`src/rtl/approx_adder_pipe_eval_if.sv`:
```
// Operand/result stream bundle for the approximate adder evaluator; the source side
// drives operands and out_ready, the adder drives in_ready and results.
interface approx_adder_pipe_eval_if #(
  parameter int WIDTH = 4
);
  logic             in_valid;
  logic             in_ready;
  logic [WIDTH-1:0] in_a;
  logic [WIDTH-1:0] in_b;
  logic             in_mode;
  logic             out_valid;
  logic             out_ready;
  logic [WIDTH:0]   out_sum;
  logic [WIDTH:0]   out_exact;
  logic [WIDTH+1:0] out_err;

  modport master (
    output in_valid, in_a, in_b, in_mode, out_ready,
    input  in_ready, out_valid, out_sum, out_exact, out_err
  );

  modport slave (
    input  in_valid, in_a, in_b, in_mode, out_ready,
    output in_ready, out_valid, out_sum, out_exact, out_err
  );
endinterface

```
`src/rtl/approx_adder_pipe_eval.sv`:
```
// Lower-part-OR approximate adder with exact reference and signed error; 2-cycle latency, 1 beat/cycle,
// stalls ripple back through in_ready with results held stable. APPROX_ERR_STATS_EN adds error statistics.
module approx_adder_pipe_eval #(
  parameter int WIDTH      = 4,
  parameter int APPROX_LSB = 2,
  parameter int CNT_W      = 16
) (
  input  logic clk,
  input  logic rst,
`ifdef APPROX_ERR_STATS_EN
  input  logic             stats_clr,
  output logic [CNT_W-1:0] stat_samples,
  output logic [CNT_W-1:0] stat_err_cnt,
  output logic [WIDTH:0]   stat_max_abs,
  output logic [CNT_W-1:0] stat_sum_abs,
`endif
  approx_adder_pipe_eval_if.slave bus
);
  localparam int K = APPROX_LSB;

  logic s2_adv;
  logic s1_adv;

  logic             s1_valid_q, s1_valid_d;
  logic [WIDTH-1:0] s1_a_q, s1_a_d;
  logic [WIDTH-1:0] s1_b_q, s1_b_d;
  logic             s1_mode_q, s1_mode_d;

  logic             s2_valid_q, s2_valid_d;
  logic [WIDTH:0]   s2_sum_q, s2_sum_d;
  logic [WIDTH:0]   s2_exact_q, s2_exact_d;
  logic [WIDTH+1:0] s2_err_q, s2_err_d;

  logic [WIDTH:0]   approx_sum;
  logic [WIDTH:0]   exact_sum;
  logic [WIDTH:0]   sel_sum;
  logic             carry_k;

  always_comb begin
    s2_adv = !s2_valid_q || bus.out_ready;
    s1_adv = !s1_valid_q || s2_adv;
  end

  assign bus.in_ready  = s1_adv;
  assign bus.out_valid = s2_valid_q;
  assign bus.out_sum   = s2_sum_q;
  assign bus.out_exact = s2_exact_q;
  assign bus.out_err   = s2_err_q;

  // Low part is a carry-free OR; only the top low-bit pair feeds a carry upward.
  generate
    if (K == 0) begin : g_no_lo
      assign carry_k = 1'b0;
    end else begin : g_lo
      assign approx_sum[K-1:0] = s1_a_q[K-1:0] | s1_b_q[K-1:0];
      assign carry_k           = s1_a_q[K-1] & s1_b_q[K-1];
    end

    if (K == WIDTH) begin : g_no_hi
      assign approx_sum[WIDTH] = carry_k;
    end else begin : g_hi
      assign approx_sum[WIDTH:K] = {1'b0, s1_a_q[WIDTH-1:K]} + {1'b0, s1_b_q[WIDTH-1:K]}
                                 + {{(WIDTH-K){1'b0}}, carry_k};
    end
  endgenerate

  assign exact_sum = {1'b0, s1_a_q} + {1'b0, s1_b_q};
  assign sel_sum   = s1_mode_q ? approx_sum : exact_sum;

  always_comb begin
    s1_valid_d = s1_valid_q;
    s1_a_d     = s1_a_q;
    s1_b_d     = s1_b_q;
    s1_mode_d  = s1_mode_q;
    if (s1_adv) begin
      s1_valid_d = bus.in_valid;
      if (bus.in_valid) begin
        s1_a_d    = bus.in_a;
        s1_b_d    = bus.in_b;
        s1_mode_d = bus.in_mode;
      end
    end
  end

  always_comb begin
    s2_valid_d = s2_valid_q;
    s2_sum_d   = s2_sum_q;
    s2_exact_d = s2_exact_q;
    s2_err_d   = s2_err_q;
    if (s2_adv) begin
      s2_valid_d = s1_valid_q;
      if (s1_valid_q) begin
        s2_sum_d   = sel_sum;
        s2_exact_d = exact_sum;
        s2_err_d   = {1'b0, sel_sum} - {1'b0, exact_sum};
      end
    end
  end

  always_ff @(posedge clk) begin
    if (rst) begin
      s1_valid_q <= 1'b0;
      s1_a_q     <= '0;
      s1_b_q     <= '0;
      s1_mode_q  <= 1'b0;
      s2_valid_q <= 1'b0;
      s2_sum_q   <= '0;
      s2_exact_q <= '0;
      s2_err_q   <= '0;
    end else begin
      s1_valid_q <= s1_valid_d;
      s1_a_q     <= s1_a_d;
      s1_b_q     <= s1_b_d;
      s1_mode_q  <= s1_mode_d;
      s2_valid_q <= s2_valid_d;
      s2_sum_q   <= s2_sum_d;
      s2_exact_q <= s2_exact_d;
      s2_err_q   <= s2_err_d;
    end
  end

`ifdef APPROX_ERR_STATS_EN
  localparam int SW = ((CNT_W > WIDTH + 1) ? CNT_W : WIDTH + 1) + 1;
  localparam logic [CNT_W-1:0] CNT_MAX = '1;

  logic             out_xfer;
  logic [WIDTH:0]   abs_err;
  logic [SW-1:0]    sum_ext;
  logic [CNT_W-1:0] stat_samples_q, stat_samples_d;
  logic [CNT_W-1:0] stat_err_cnt_q, stat_err_cnt_d;
  logic [WIDTH:0]   stat_max_abs_q, stat_max_abs_d;
  logic [CNT_W-1:0] stat_sum_abs_q, stat_sum_abs_d;

  assign out_xfer = s2_valid_q && bus.out_ready;
  // |err| always fits in WIDTH+1 bits, so the negation can be done on the low bits only.
  assign abs_err  = s2_err_q[WIDTH+1] ? (~s2_err_q[WIDTH:0] + (WIDTH+1)'(1)) : s2_err_q[WIDTH:0];
  assign sum_ext  = SW'(stat_sum_abs_q) + SW'(abs_err);

  always_comb begin
    stat_samples_d = stat_samples_q;
    stat_err_cnt_d = stat_err_cnt_q;
    stat_max_abs_d = stat_max_abs_q;
    stat_sum_abs_d = stat_sum_abs_q;
    if (stats_clr) begin
      stat_samples_d = '0;
      stat_err_cnt_d = '0;
      stat_max_abs_d = '0;
      stat_sum_abs_d = '0;
    end else if (out_xfer) begin
      if (stat_samples_q != CNT_MAX) stat_samples_d = stat_samples_q + CNT_W'(1);
      if ((s2_err_q != '0) && (stat_err_cnt_q != CNT_MAX)) stat_err_cnt_d = stat_err_cnt_q + CNT_W'(1);
      if (abs_err > stat_max_abs_q) stat_max_abs_d = abs_err;
      stat_sum_abs_d = (sum_ext > SW'(CNT_MAX)) ? CNT_MAX : CNT_W'(sum_ext);
    end
  end

  always_ff @(posedge clk) begin
    if (rst) begin
      stat_samples_q <= '0;
      stat_err_cnt_q <= '0;
      stat_max_abs_q <= '0;
      stat_sum_abs_q <= '0;
    end else begin
      stat_samples_q <= stat_samples_d;
      stat_err_cnt_q <= stat_err_cnt_d;
      stat_max_abs_q <= stat_max_abs_d;
      stat_sum_abs_q <= stat_sum_abs_d;
    end
  end

  assign stat_samples = stat_samples_q;
  assign stat_err_cnt = stat_err_cnt_q;
  assign stat_max_abs = stat_max_abs_q;
  assign stat_sum_abs = stat_sum_abs_q;
`endif
endmodule
```
`src/flat_wrapper.sv`:
```
// flat-port wrapper written by rule: the top's interface ports become plain ports
module approx_adder_pipe_eval_flat 
#(
  parameter int WIDTH      = 4,
  parameter int APPROX_LSB = 2,
  parameter int CNT_W      = 16
)
  (clk, rst, bus_in_valid, bus_in_a, bus_in_b, bus_in_mode, bus_out_ready, bus_in_ready, bus_out_valid, bus_out_sum, bus_out_exact, bus_out_err);
  approx_adder_pipe_eval_if #(.WIDTH(WIDTH)) bus_i ();
  input  logic clk;
  input  logic rst;
  input wire logic [$bits(bus_i.in_valid)-1:0] bus_in_valid;
  input wire logic [$bits(bus_i.in_a)-1:0] bus_in_a;
  input wire logic [$bits(bus_i.in_b)-1:0] bus_in_b;
  input wire logic [$bits(bus_i.in_mode)-1:0] bus_in_mode;
  input wire logic [$bits(bus_i.out_ready)-1:0] bus_out_ready;
  output wire logic [$bits(bus_i.in_ready)-1:0] bus_in_ready;
  output wire logic [$bits(bus_i.out_valid)-1:0] bus_out_valid;
  output wire logic [$bits(bus_i.out_sum)-1:0] bus_out_sum;
  output wire logic [$bits(bus_i.out_exact)-1:0] bus_out_exact;
  output wire logic [$bits(bus_i.out_err)-1:0] bus_out_err;
  assign bus_i.in_valid = bus_in_valid;
  assign bus_i.in_a = bus_in_a;
  assign bus_i.in_b = bus_in_b;
  assign bus_i.in_mode = bus_in_mode;
  assign bus_i.out_ready = bus_out_ready;
  assign bus_in_ready = bus_i.in_ready;
  assign bus_out_valid = bus_i.out_valid;
  assign bus_out_sum = bus_i.out_sum;
  assign bus_out_exact = bus_i.out_exact;
  assign bus_out_err = bus_i.out_err;
  approx_adder_pipe_eval #(.WIDTH(WIDTH), .APPROX_LSB(APPROX_LSB), .CNT_W(CNT_W)) u_core (.clk(clk), .rst(rst), .bus(bus_i));
endmodule
```
`config.mk`:
```
export PLATFORM = sky130hd
export DESIGN_NAME = approx_adder_pipe_eval_flat
export DESIGN_NICKNAME = d
export VERILOG_FILES = /design/src/rtl/approx_adder_pipe_eval_if.sv /design/src/rtl/approx_adder_pipe_eval.sv /design/src/flat_wrapper.sv
export SDC_FILE = /design/constraint.sdc
export NUM_CORES = 1
export LEC_CHECK = 0
export BUFFER_PORTS_ARGS = -buffer_cell sky130_fd_sc_hd__buf_2
export CORE_MARGIN = 2
export CORE_UTILIZATION = 53
export DETAILED_ROUTE_END_ITERATION = 16
export GPL_ROUTABILITY_DRIVEN = 1
export PLACE_DENSITY = 0.78
export SETUP_SLACK_MARGIN = 0.5
export SLEW_MARGIN = 15
export SYNTH_ARGS = -nofsm -noshare
export SYNTH_HDL_FRONTEND = slang
export SYNTH_SLANG_ARGS = --single-unit
```
`constraint.sdc`:
```
create_clock -name clk -period 2.76 [get_ports clk]
set_input_delay 0.138 -clock clk [delete_from_list [all_inputs] [get_ports clk]]
set_output_delay 0.138 -clock clk [all_outputs]
set_load 0.02 [all_outputs]
```
[After elaboration in Yosys (flattened, before gate mapping)]
Cells that the tools add are included.
Operators by class
  add/sub/neg operators: 4
  multiplexer cells: 1
  bitwise gates (word level): 2
  reductions and logical operators: 6
Operators by type and width (number)
  $sub 5x5->6: 1
  $add 4x4->5: 1
  $mux 5: 1
  $reduce_and 2->1: 2
  $add 2x2->3: 1
  $add 3x1->3: 1
  $logic_not 1->1: 2
  $logic_or 1x1->1: 2
  $or 2x2->2: 1
  $and 1x1->1: 1
Storage, ports and cells
  register bits: 27
  input port bits: 13
  output and inout port bits: 18
  word-level logic and storage cells: 21

[Logic depth before layout (Yosys ltp)]
Gate-level depths: netlist of run 1.
  depth in word-level cells: 4
  depth in mapped cells: 12
  depth with buffers taken out: 12

[Worst setup path after synthesis of run 1]
OpenSTA, ideal clock, no wires.
  path type: flip-flop to flip-flop
  start: register u_core.s1_b_q[0]
  end: register u_core.s2_err_q[4] (netlist: u_core.bus.out_err[4])
  setup time: 0.086 ns
  data arrival time: 2.362 ns
  data required time: 2.674 ns
  setup slack: 0.313 ns
  stages on the path, launching flop included: 11
  path buffers: 0
  period minus slack after synthesis: 2.447 ns
  path through: dfxtp_1 -> ha_1 -> inv_1 -> fa_1 -> mux2i_1 -> fa_1 -> a21oi_1 -> nand2_1 -> a21oi_1 -> xor2_1 -> a211oi_1
On the way
  cells in the longest elaborated chain, start to end: 3
  elaborated cells on any way between the ends: 4
  classes of those cells: add/sub: 2; mux: 1; bitwise: 1
Ends and longest elaborated chain
  start: declaration: RTL line approx_adder_pipe_eval.sv:26  | logic [WIDTH-1:0] s1_b_q, s1_b_d;
  start signal: assignment: RTL line approx_adder_pipe_eval.sv:104  | s1_b_q <= '0;
  start signal: assignment: RTL line approx_adder_pipe_eval.sv:113  | s1_b_q <= s1_b_d;
  $add 4x4->5: RTL line approx_adder_pipe_eval.sv:67  | assign exact_sum = {1'b0, s1_a_q} + {1'b0, s1_b_q};
  $mux 5: RTL line approx_adder_pipe_eval.sv:68  | assign sel_sum = s1_mode_q ? approx_sum : exact_sum;
  via u_core.sel_sum[1]: RTL line approx_adder_pipe_eval.sv:36  | logic [WIDTH:0] sel_sum;
  $sub 5x5->6: RTL line approx_adder_pipe_eval.sv:95  | s2_err_d = {1'b0, sel_sum} - {1'b0, exact_sum};
  end signal: assignment: RTL line approx_adder_pipe_eval.sv:118  | s2_err_q <= s2_err_d;
  end: declaration: RTL line approx_adder_pipe_eval.sv:32  | logic [WIDTH+1:0] s2_err_q, s2_err_d;
The timed path passes the listed nets, and every way through them passes these cells.
A chain may end at the register's enable or synchronous reset.

[Worst setup path after layout of run 1]
  start: register u_core.s1_a_q[0]
  end: register u_core.s2_err_q[4] (netlist: u_core.bus.out_err[4])
On the way
  cells in the longest elaborated chain, start to end: 3
  elaborated cells on any way between the ends: 4
  classes of those cells: add/sub: 2; mux: 1; bitwise: 1
Ends and longest elaborated chain
  start: declaration: RTL line approx_adder_pipe_eval.sv:25  | logic [WIDTH-1:0] s1_a_q, s1_a_d;
  start signal: assignment: RTL line approx_adder_pipe_eval.sv:103  | s1_a_q <= '0;
  start signal: assignment: RTL line approx_adder_pipe_eval.sv:112  | s1_a_q <= s1_a_d;
  $add 4x4->5: RTL line approx_adder_pipe_eval.sv:67
  $mux 5: RTL line approx_adder_pipe_eval.sv:68
  via u_core.sel_sum[2]: RTL line approx_adder_pipe_eval.sv:36
  $sub 5x5->6: RTL line approx_adder_pipe_eval.sv:95
The timed path passes the listed nets, and every way through them passes these cells.

==> metrics.cfg, run 1 <==
[outcome]
status=finished, final reports clean

[layout]
syn2layout_area_growth_pct=30.00
fin_nets=236
finalNonFillerCells=238
diodes=0
drive_gt1_share_pct=38.46

[detailed_routing]
wl_per_cell_microns=14.05
drt-initial-drc-count=35
vias=1321
drt_pass1_iterations=4
via_per_inst=5.550
antenna_left=0
finalWirelength_microns=3344
drc=0

[logic_synthesis]
postSynthCellCount=171
ys_seq_area_share_pct=37.89
synth_top_cells_by_count=dfxtp_1, a21oi_1, nand2_1
yosys.area.top_type=dfxtp_1
synth-edff-count=0
synth-async-reset-ratio_pct=0
synthTopCellsByArea=dfxtp_1, ha_1, a21oi_1, nand2_1, fa_1
synth_nets=198
synth_ff_type=dfxtp_1
ys_warn_count=0
yosysTopAreaCellShare_pct=37.89
synth.distinct_cells=30
yosys.cell_count.top_type=dfxtp_1
synth_area_sq_um=1426
ys_ff_latch=27
syn_avg_cell_area_sq_um=8.341

[run]
maxCapViolCount=0

[global_route]
grt_pass1_wl_microns=5354
grt_busiest_layer=met2
use_met3_pct=3.256
grt_pass1_vias=1211
gr-usage-all-layers_pct=22.11
grt_max_degree=29
grt_overflow=0
grtUsageMet2_pct=39.80
use_met1_pct=25.70
antenna_found_initial=0

[placed_design]
port_buffers=30
place_congestion=0.8999
place_inst=222
place_hpwl_microns=2108

[clock_network]
clk_latency_ps=340
cts_tree=built
cts-root-buf=clkbuf_4
cts.clk_slew.worst_paths_ps=140
cts_buffers=3
htree_levels=1
cts_buffer_depth=2
clkSinkCount=27

[power_and_ir_drop]
power_leakage_nw=0.7787
powerDensity_nw_per_um2=502.6
ir_drop_mv=0.3487

[critical_path]
arrival_ps=2610
critPathMaxFanout=4
path_class=reg2reg
required_ps=2970
cp-start-kind=flop
end_kind=flop

[timing]
rsz0062_at_grt=true
finalHoldViolations=0
min_period_over_period_pct=87.01
tns_ps=0
slew_viol_final=0
fin_worst_skew_ps=7.106
max_slew.worst_pin.slew_ps=693.4
fmax_mhz=416.4
period_minus_slack_ps=2402
setup_violations=0
max_slew_margin_pct=53.57

[die]
die_h_microns=55.88
dieArea_sq_um=3122
row_count=18
die_x_microns=55.88
core_region_area_sq_um=2522
ios=31
start_util_pct=56.55

[hold_path]
min_path_type=in2reg

-- state kept, by name, indices dropped and copies added (netlist names) --
| name | cells |
|---|---|
| u_core.s1_b_q | 4 |
| u_core.bus.out_sum | 5 |
| u_core.bus.out_err | 6 |
| u_core.s1_a_q | 4 |
| u_core.s1_mode_q | 1 |
| u_core.bus.out_exact | 5 |
| u_core.bus.out_valid | 1 |
| u_core.s1_valid_q | 1 |
-- cell families (layout without fill, tap and decap cells) --
logic type	after synthesis	count (layout)	share of synthesized area [%]
AO/OA/AOI/OAI	39	39	17.63
XOR/XNOR	4	4	2.457
adder cells (fa/ha/maj)	14	14	14.39
buffers and inverters	23	60	6.404
flip-flops	27	27	37.89
multiplexers	3	3	2.105
AND/OR/NAND/NOR	61	61	19.12
-- per-layer routing --
| layer | part of all wire [%] | up-vias | wire length [microns] |
|---|---|---|---|
| met5 | 0 | - | 0 |
| met4 | 2.4 | 0 | 81 |
| met3 | 6.3 | 10 | 210 |
| met2 | 52 | 61 | 1726 |
| met1 | 40 | 605 | 1325 |
| li1 | - | 645 | - |
-- cell type report --
cell class              instances  area (sq um)
well taps                      30         37.54
clock inverters                 1         7.507
flip-flops and latches         27         549.3
repair buffers                 42         240.2
clock buffers                   3         22.52
multi-input cells             121         944.7
fillers                       194         668.1
inverters                      14         52.55
-- cell usage in the layout (no fill, tap or decap), types with 2 or more instances in the layout --
cell type,n
buf_2,30
nand2_1,23
dfxtp_1,22
a21oi_1,18
nor2_1,18
inv_1,12
buf_4,12
nand3_1,9
a21oi_2,5
a211oi_1,5
ha_1,5
nand2b_1,4
fa_2,4
ha_4,4
dfxtp_2,4
clkbuf_4,3
mux2i_4,2
inv_2,2
o21ai_2,2
xor2_1,2
-- worst max-delay path, stage by stage, from the launching register on --
cell,delay (ps)
dfxtp_4,390
ha_4,140
inv_2,40
fa_2,380
xor2_4,180
mux2i_4,220
ha_4,260
a21oi_2,160
nand2_1,90
a21oi_2,150
xor2_1,180
a211oi_1,90
-- path summary, 6_finish.rpt --
kind,startpoint,end,slack [ps],cells after the start
max,u_core.s1_a_q[0]$_SDFFE_PP0P_,u_core.bus.out_err[4]$_SDFFE_PP0P_,360,11
min,bus_in_b[0],u_core.s1_b_q[0]$_SDFFE_PP0P_,40,3
max reg2reg,u_core.s1_a_q[0]$_SDFFE_PP0P_,u_core.bus.out_err[4]$_SDFFE_PP0P_,360,11
min reg2reg,u_core.bus.out_err[1]$_SDFFE_PP0P_,u_core.bus.out_err[1]$_SDFFE_PP0P_,470,2
-- where the power goes --
group	switching (W)	internal, W	leakage [nW]
Combinational	0.000176	0.000145	0.541
Clock	0.000124	0.0000557	0.0139
Sequential	0.0000168	0.000416	0.224
-- metrics by stage --
| stage | area, sq um | hold WS, ps | util (%) | total power (W) | setup slack [ps] |
|---|---|---|---|---|---|
| detailed placement | 1625 | 404.4 | 64.43 | 0.0006822 | 272.7 |
| floorplan | 1476 | 293.7 | - | 0.0006257 | 505.0 |
| finish | 1854 | 39.32 | 73.51 | 0.0009320 | 358.4 |
| global route | 1854 | 25.30 | 73.51 | 0.0009885 | 290.6 |
| CTS | 1784 | 32.97 | 70.73 | 0.0008985 | 405.8 |
| global placement | 1625 | 404.1 | 64.43 | 0.0006745 | 316.4 |
-- timing repair --
action / 4_1_cts / 5_1_grt
endpoints found under the hold margin: 0 / 0
buffers inserted: 10 / 2
pin swaps: 9 / 3
endpoints found under the setup margin: 3 / 4
resized for setup: 16 / 8
hold buffers: 0 / 0
Note: power is estimated with default switching activity, not from simulation.
==> run 2, diff against run 1 <==
--- a/config.mk
+++ b/config.mk
@@ -7,10 +7,9 @@
 export LEC_CHECK = 0
 export BUFFER_PORTS_ARGS = -buffer_cell sky130_fd_sc_hd__buf_2
 export CORE_MARGIN = 2
-export CORE_UTILIZATION = 53
+export CORE_UTILIZATION = 40
 export DETAILED_ROUTE_END_ITERATION = 16
 export GPL_ROUTABILITY_DRIVEN = 1
-export PLACE_DENSITY = 0.78
 export SETUP_SLACK_MARGIN = 0.5
 export SLEW_MARGIN = 15
 export SYNTH_ARGS = -nofsm -noshare
==> run 2 against run 1 <==
Utilization decreased by 18 points. Cell count increased by 8.0%. Critical path depth stayed put. Global-route usage is 6.2 points lower. Total power shrank 1.1%. Fmax increased by 2.2%. Wire length decreased by 6.0%. Combinational power is 3% lower. Flip-flop and latch count did not move. Sequential power hardly changed. Largest power group unchanged. Largest cell class unchanged. Clock-buffer cell count did not move. Highest routed layer unchanged. Critical path type unchanged.
==> metrics.cfg, run 2 (synthesis gave the netlist of run 1 again) <==
[outcome]
status=finished, final reports clean

[die]
core_region_area_sq_um=3390
dieArea_sq_um=4060
start_util_pct=42.08
row_count=21
die_h_microns=63.72
die_x_microns=63.72
ios=31

[clock_network]
cts-root-buf=clkbuf_4
cts_hold_buf=0
clkSinkCount=27
cts.clk_slew.worst_paths_ps=150
htree_levels=1
clk_latency_ps=330
cts_buffer_depth=2
cts_tree=built
cts_buffers=3

[placed_design]
place_congestion=0.8037
port_buffers=30
place_hpwl_microns=2235

[critical_path]
worst-path-stages=11
crit_path_top_delay_cell=dfxtp_4
path_common_cell=a21oi_2
path_class=reg2reg
cp_top_family=adder cells
arrival_ps=2560
critPathMaxFanout=4
r2r_cells=11
cp_slowest_stage_delay_ps=390
required_ps=2970
path_cells=ha_4 > inv_2 > fa_2 > xor2_2 > mux2i_1 > ha_1 > a21oi_2 > nand2_1 > a21oi_2 > xor2_1 > a211oi_1
worst-path-buf-inv=1
end_kind=flop
cp-start-kind=flop

[layout]
multiInputGateArea_sq_um=915.9
drive_gt1_share_pct=37.91
regArea_sq_um=551.8
final_cell_mix=buf_2, nand2_1, dfxtp_1
diodes=0
fillerInstances=334
fin_nets=239
syn2layout_area_growth_pct=31.14
final_common_cell=buf_2
largest_reg_flops=6

[power_and_ir_drop]
internal_power_w=0.0006128
pwr-share-seq_pct=46.8
swShare_pct=33.53
powerDensity_nw_per_um2=492.8
power_leakage_nw=0.7973
ir_drop_mv=0.1762
total_power_w=0.0009218
power_frac_clock_pct=19.6
p_switching_w=0.0003091
power_frac_comb_pct=33.6

[timing]
setup_violations=0
finalHoldViolations=0
max_slew_margin_pct=55.08
fmax_mhz=425.7
holdWs_ps=41.90
fin_worst_skew_ps=5.083
period_minus_slack_ps=2349
max_slew.worst_pin.slew_ps=670.7
min_period_over_period_pct=85.11
rsz0062_at_grt=true
tns_ps=0
slew_viol_final=0

[run]
maxCapViolCount=0

[detailed_routing]
wl_per_cell_microns=12.23
finalWirelength_microns=3143
drc=0
antenna_left=0
vias=1270
via_per_inst=4.942
drt_pass1_iterations=4
drt-initial-drc-count=50

[hold_path]
min_path_type=in2reg
holdPathStages=3

[global_route]
grt_max_degree=29
antenna_found_initial=0
grt_pass1_wl_microns=5112
grt_pass1_vias=1191
grt_overflow=0
gr-usage-all-layers_pct=15.86

-- run 2: area by class of cell --
| cell class | instances | share of cell area, % |
|---|---|---|
| clock inverter | 1 | 0.4013 |
| clock buffer | 3 | 1.204 |
| timing repair buffer | 45 | 14.05 |
| multi-input combinational | 121 | 48.96 |
| inverter | 14 | 2.809 |
| sequential | 27 | 29.50 |
| tap | 46 | 3.077 |
-- run 2: power by group through the flow --
stage	sequential, W	clock [W]	combinational (W)
2_1_floorplan	0.000459	0	0.000167
3_3_place_gp	0.000440	0	0.000238
3_5_place_dp	0.000441	0	0.000242
6_report	0.000431	0.000181	0.000310
4_1_cts	0.000433	0.000188	0.000282
5_1_grt	0.000436	0.000200	0.000340
-- run 2: path summary, 6_finish.rpt --
path                                         from                              endpoint  slack [ps]
max                 u_core.s1_b_q[0]$_SDFFE_PP0P_    u_core.bus.out_err[4]$_SDFFE_PP0P_         410
min                                   bus_in_b[2]         u_core.s1_b_q[2]$_SDFFE_PP0P_          40
max reg2reg         u_core.s1_b_q[0]$_SDFFE_PP0P_    u_core.bus.out_err[4]$_SDFFE_PP0P_         410
min reg2reg  u_core.bus.out_exact[0]$_SDFFE_PP0P_  u_core.bus.out_exact[0]$_SDFFE_PP0P_         460
-- run 2: timing repair --
item / 4_1_cts / 5_1_grt
buffers inserted: 13 / 2
hold endpoints to repair: 0 / 0
endpoints found under the setup margin: 3 / 4
resized for setup: 11 / 9
pin swaps: 14 / 9
cloned: 0 / 0
-- run 2: routing by layer --
layer | wire length [microns] | track usage (%) | vias to the layer above
li1 | - | - | 649
met1 | 1346 | 18.65 | 588
met2 | 1632 | 29.87 | 26
met3 | 113 | 2.143 | 7
met4 | 51 | 4.076 | 0
met5 | 0 | 0 | -
-- run 2: through the flow --
stage | utilization, % | cell area [sq um] | setup slack, ps | instances
6_report | 55.19 | 1871 | 411.0 | 257
5_1_grt | 55.19 | 1871 | 274.2 | 257
4_1_cts | 53.45 | 1812 | 389.4 | 255
3_5_place_dp | 48.54 | 1645 | 245.9 | 238
3_3_place_gp | 48.54 | 1645 | 281.5 | 238
2_1_floorplan | - | 1476 | 505.0 | 171
-- run 2: worst min-delay path: stages --
cell and delay [ps]:
buf_2 90, nand3_1 70, a21oi_1 50
==> run 3, diff against run 2 <==
==> constraint.sdc (replaced) <==
create_clock -name clk -period 2.2 [get_ports clk]
set_input_delay 0.11 -clock clk [delete_from_list [all_inputs] [get_ports clk]]
set_output_delay 0.11 -clock clk [all_outputs]
set_load 0.02 [all_outputs]
==> run 3 against run 2 <==
The run now ends with negative setup slack left. Wire length is 0.80% higher. Flip-flop and latch count stayed put. First-iteration DRC count fell by 42%. Sequential share of layout area decreased by 1.7 points. Non-clock buffer count is 7 higher. Utilization increased by 2.8 points. Fmax up 0.11%. Register-to-register slack got worse by 560 ps. Clock-buffer cell count unchanged. Sequential power rose by 26%. Critical path type unchanged. Highest routed layer unchanged.
==> metrics.cfg, run 3 (synthesis gave the netlist of run 1 again) <==
[outcome]
status=finished, violations left
violations=negative setup slack

[clock_network]
cts_buffers=3
cts_buffer_depth=2
cts_tree=built
clkSinkCount=27
cts_hold_buf=0
clk_latency_ps=330
cts.clk_slew.worst_paths_ps=150
cts-root-buf=clkbuf_4
htree_levels=1

[layout]
final_cell_mix=buf_2, dfxtp_1, nand2_1
fillerInstances=326
fin_util_pct=57.99
drive_gt1_share_pct=41.28
diodes=0
finalNonFillerCells=264
fin_nets=246
largest_reg_flops=6
syn2layout_area_growth_pct=37.81
final_common_cell=buf_2

[hold_path]
min-delay-start=bus_in_b[1]
holdPathStages=3
min_to=u_core.s1_b_q[1]$_SDFFE_PP0P_
min_path_type=in2reg

[power_and_ir_drop]
power_frac_comb_pct=34.7
p_switching_w=0.0003886
pwr-share-seq_pct=46.0
ir_drop_mv=0.2763
total_power_w=0.001177
powerDensity_nw_per_um2=599.0
power_leakage_nw=0.8417
swShare_pct=33.01
power_frac_clock_pct=19.3
internal_power_w=0.0007887

[placed_design]
place_congestion=0.7874
place_inst=253
place_hpwl_microns=2403
port_buffers=30

[die]
dieArea_sq_um=4060
start_util_pct=42.08
die_x_microns=63.72
row_count=21
ios=31
die_h_microns=63.72
core_region_area_sq_um=3390

[global_route]
gr-usage-all-layers_pct=16.32
grt_pass1_vias=1253
antenna_found_initial=0
grt_pass1_wl_microns=5216
grt_max_degree=29
grt_overflow=0

[timing]
setup_violations=3
rsz0062_at_grt=true
fin_ws_ps=-146.5
min_period_over_period_pct=106.7
holdWs_ps=18.06
fmax_mhz=426.2
finalHoldViolations=0
fin_worst_skew_ps=4.290
max_slew.worst_pin.slew_ps=693.7
slew_viol_final=0
period_minus_slack_ps=2346
max_slew_margin_pct=53.55

[critical_path]
required_ps=2410
end_kind=flop
timing.rr.end=u_core.bus.out_err[4]$_SDFFE_PP0P_
critPathMaxFanout=4
reg2reg_setup_slack_ps=-150
r2r_cells=11
arrival_ps=2560
reg2reg_from=u_core.s1_a_q[1]$_SDFFE_PP0P_
path_class=reg2reg
cp-start-kind=flop

[detailed_routing]
antenna_left=0
drt_pass1_iterations=4
finalWirelength_microns=3168
drt-initial-drc-count=29
drc=0
via_per_inst=4.939
vias=1304
wl_per_cell_microns=12.00

[run]
maxCapViolCount=0

==> run 3: stage by stage <==
step                      setup TNS, ps  instance area (sq um)  setup WS (ps)
after floorplan                  -56.73                   1481         -54.16
after global placement           -334.7                   1763         -133.8
after detailed placement         -504.2                   1763         -208.9
after CTS                        -420.8                   1864         -201.2
after global routing             -861.5                   1966         -290.1
final                            -408.9                   1966         -146.5
==> run 3: repair_timing <==
item / 4_1_cts / 5_1_grt
resized for setup: 12 / 12
setup endpoints to repair: 14 / 21
setup buffers: 4 / 3
pin swaps: 9 / 11
==> run 3: final cells by class <==
| type | count | area, sq um | share of cell area [%] |
|---|---|---|---|
| Timing Repair Buffer | 52 | 339.1 | 17.25 |
| Tap cell | 46 | 57.56 | 2.928 |
| Clock inverter | 1 | 7.507 | 0.3819 |
| Inverter | 14 | 52.55 | 2.673 |
| Sequential cell | 27 | 545.5 | 27.75 |
| Clock buffer | 3 | 22.52 | 1.146 |
| Multi-Input combinational cell | 121 | 940.9 | 47.87 |
==> run 3: worst max path at each step <==
stage                                              from                                 end  depth (start not counted)
after detailed placement  u_core.s1_b_q[0]$_SDFFE_PP0P_  u_core.bus.out_err[4]$_SDFFE_PP0P_                         11
after floorplan           u_core.s1_a_q[0]$_SDFFE_PP0P_  u_core.bus.out_err[4]$_SDFFE_PP0P_                         10
after global placement    u_core.s1_b_q[1]$_SDFFE_PP0P_  u_core.bus.out_err[5]$_SDFFE_PP0P_                         10
after global routing      u_core.s1_a_q[1]$_SDFFE_PP0P_  u_core.bus.out_err[4]$_SDFFE_PP0P_                         11
after CTS                 u_core.s1_b_q[1]$_SDFFE_PP0P_  u_core.bus.out_err[4]$_SDFFE_PP0P_                         10
final                     u_core.s1_a_q[1]$_SDFFE_PP0P_  u_core.bus.out_err[4]$_SDFFE_PP0P_                         11
==> run 3: worst max-delay path, cell delays in order (launching register included) <==
cell      delay [ps]
dfxtp_2          380
buf_4            110
inv_1             60
fa_2             390
xor2_2           160
mux2i_1          210
ha_1             320
a21oi_2          180
nand2_1           80
a21oi_2          130
xor2_1           150
a211oi_1          80
==> run 3: power groups by stage <==
stage	Combinational (W)	Clock, W	Sequential [W]
after floorplan	0.000212	0	0.000576
after global placement	0.000344	0	0.000550
after detailed placement	0.000353	0	0.000552
after CTS	0.000378	0.000239	0.000541
after global routing	0.000448	0.000257	0.000548
final	0.000408	0.000227	0.000542
==> run 3: layer usage <==
layer / vias to the layer above / part of all wire, % / track usage [%]
met5: - / 0 / 0
met4: 0 / 1.5 / 5.707
met3: 6 / 4.5 / 2.500
met2: 33 / 50 / 31.58
met1: 600 / 44 / 17.69
li1: 665 / - / -
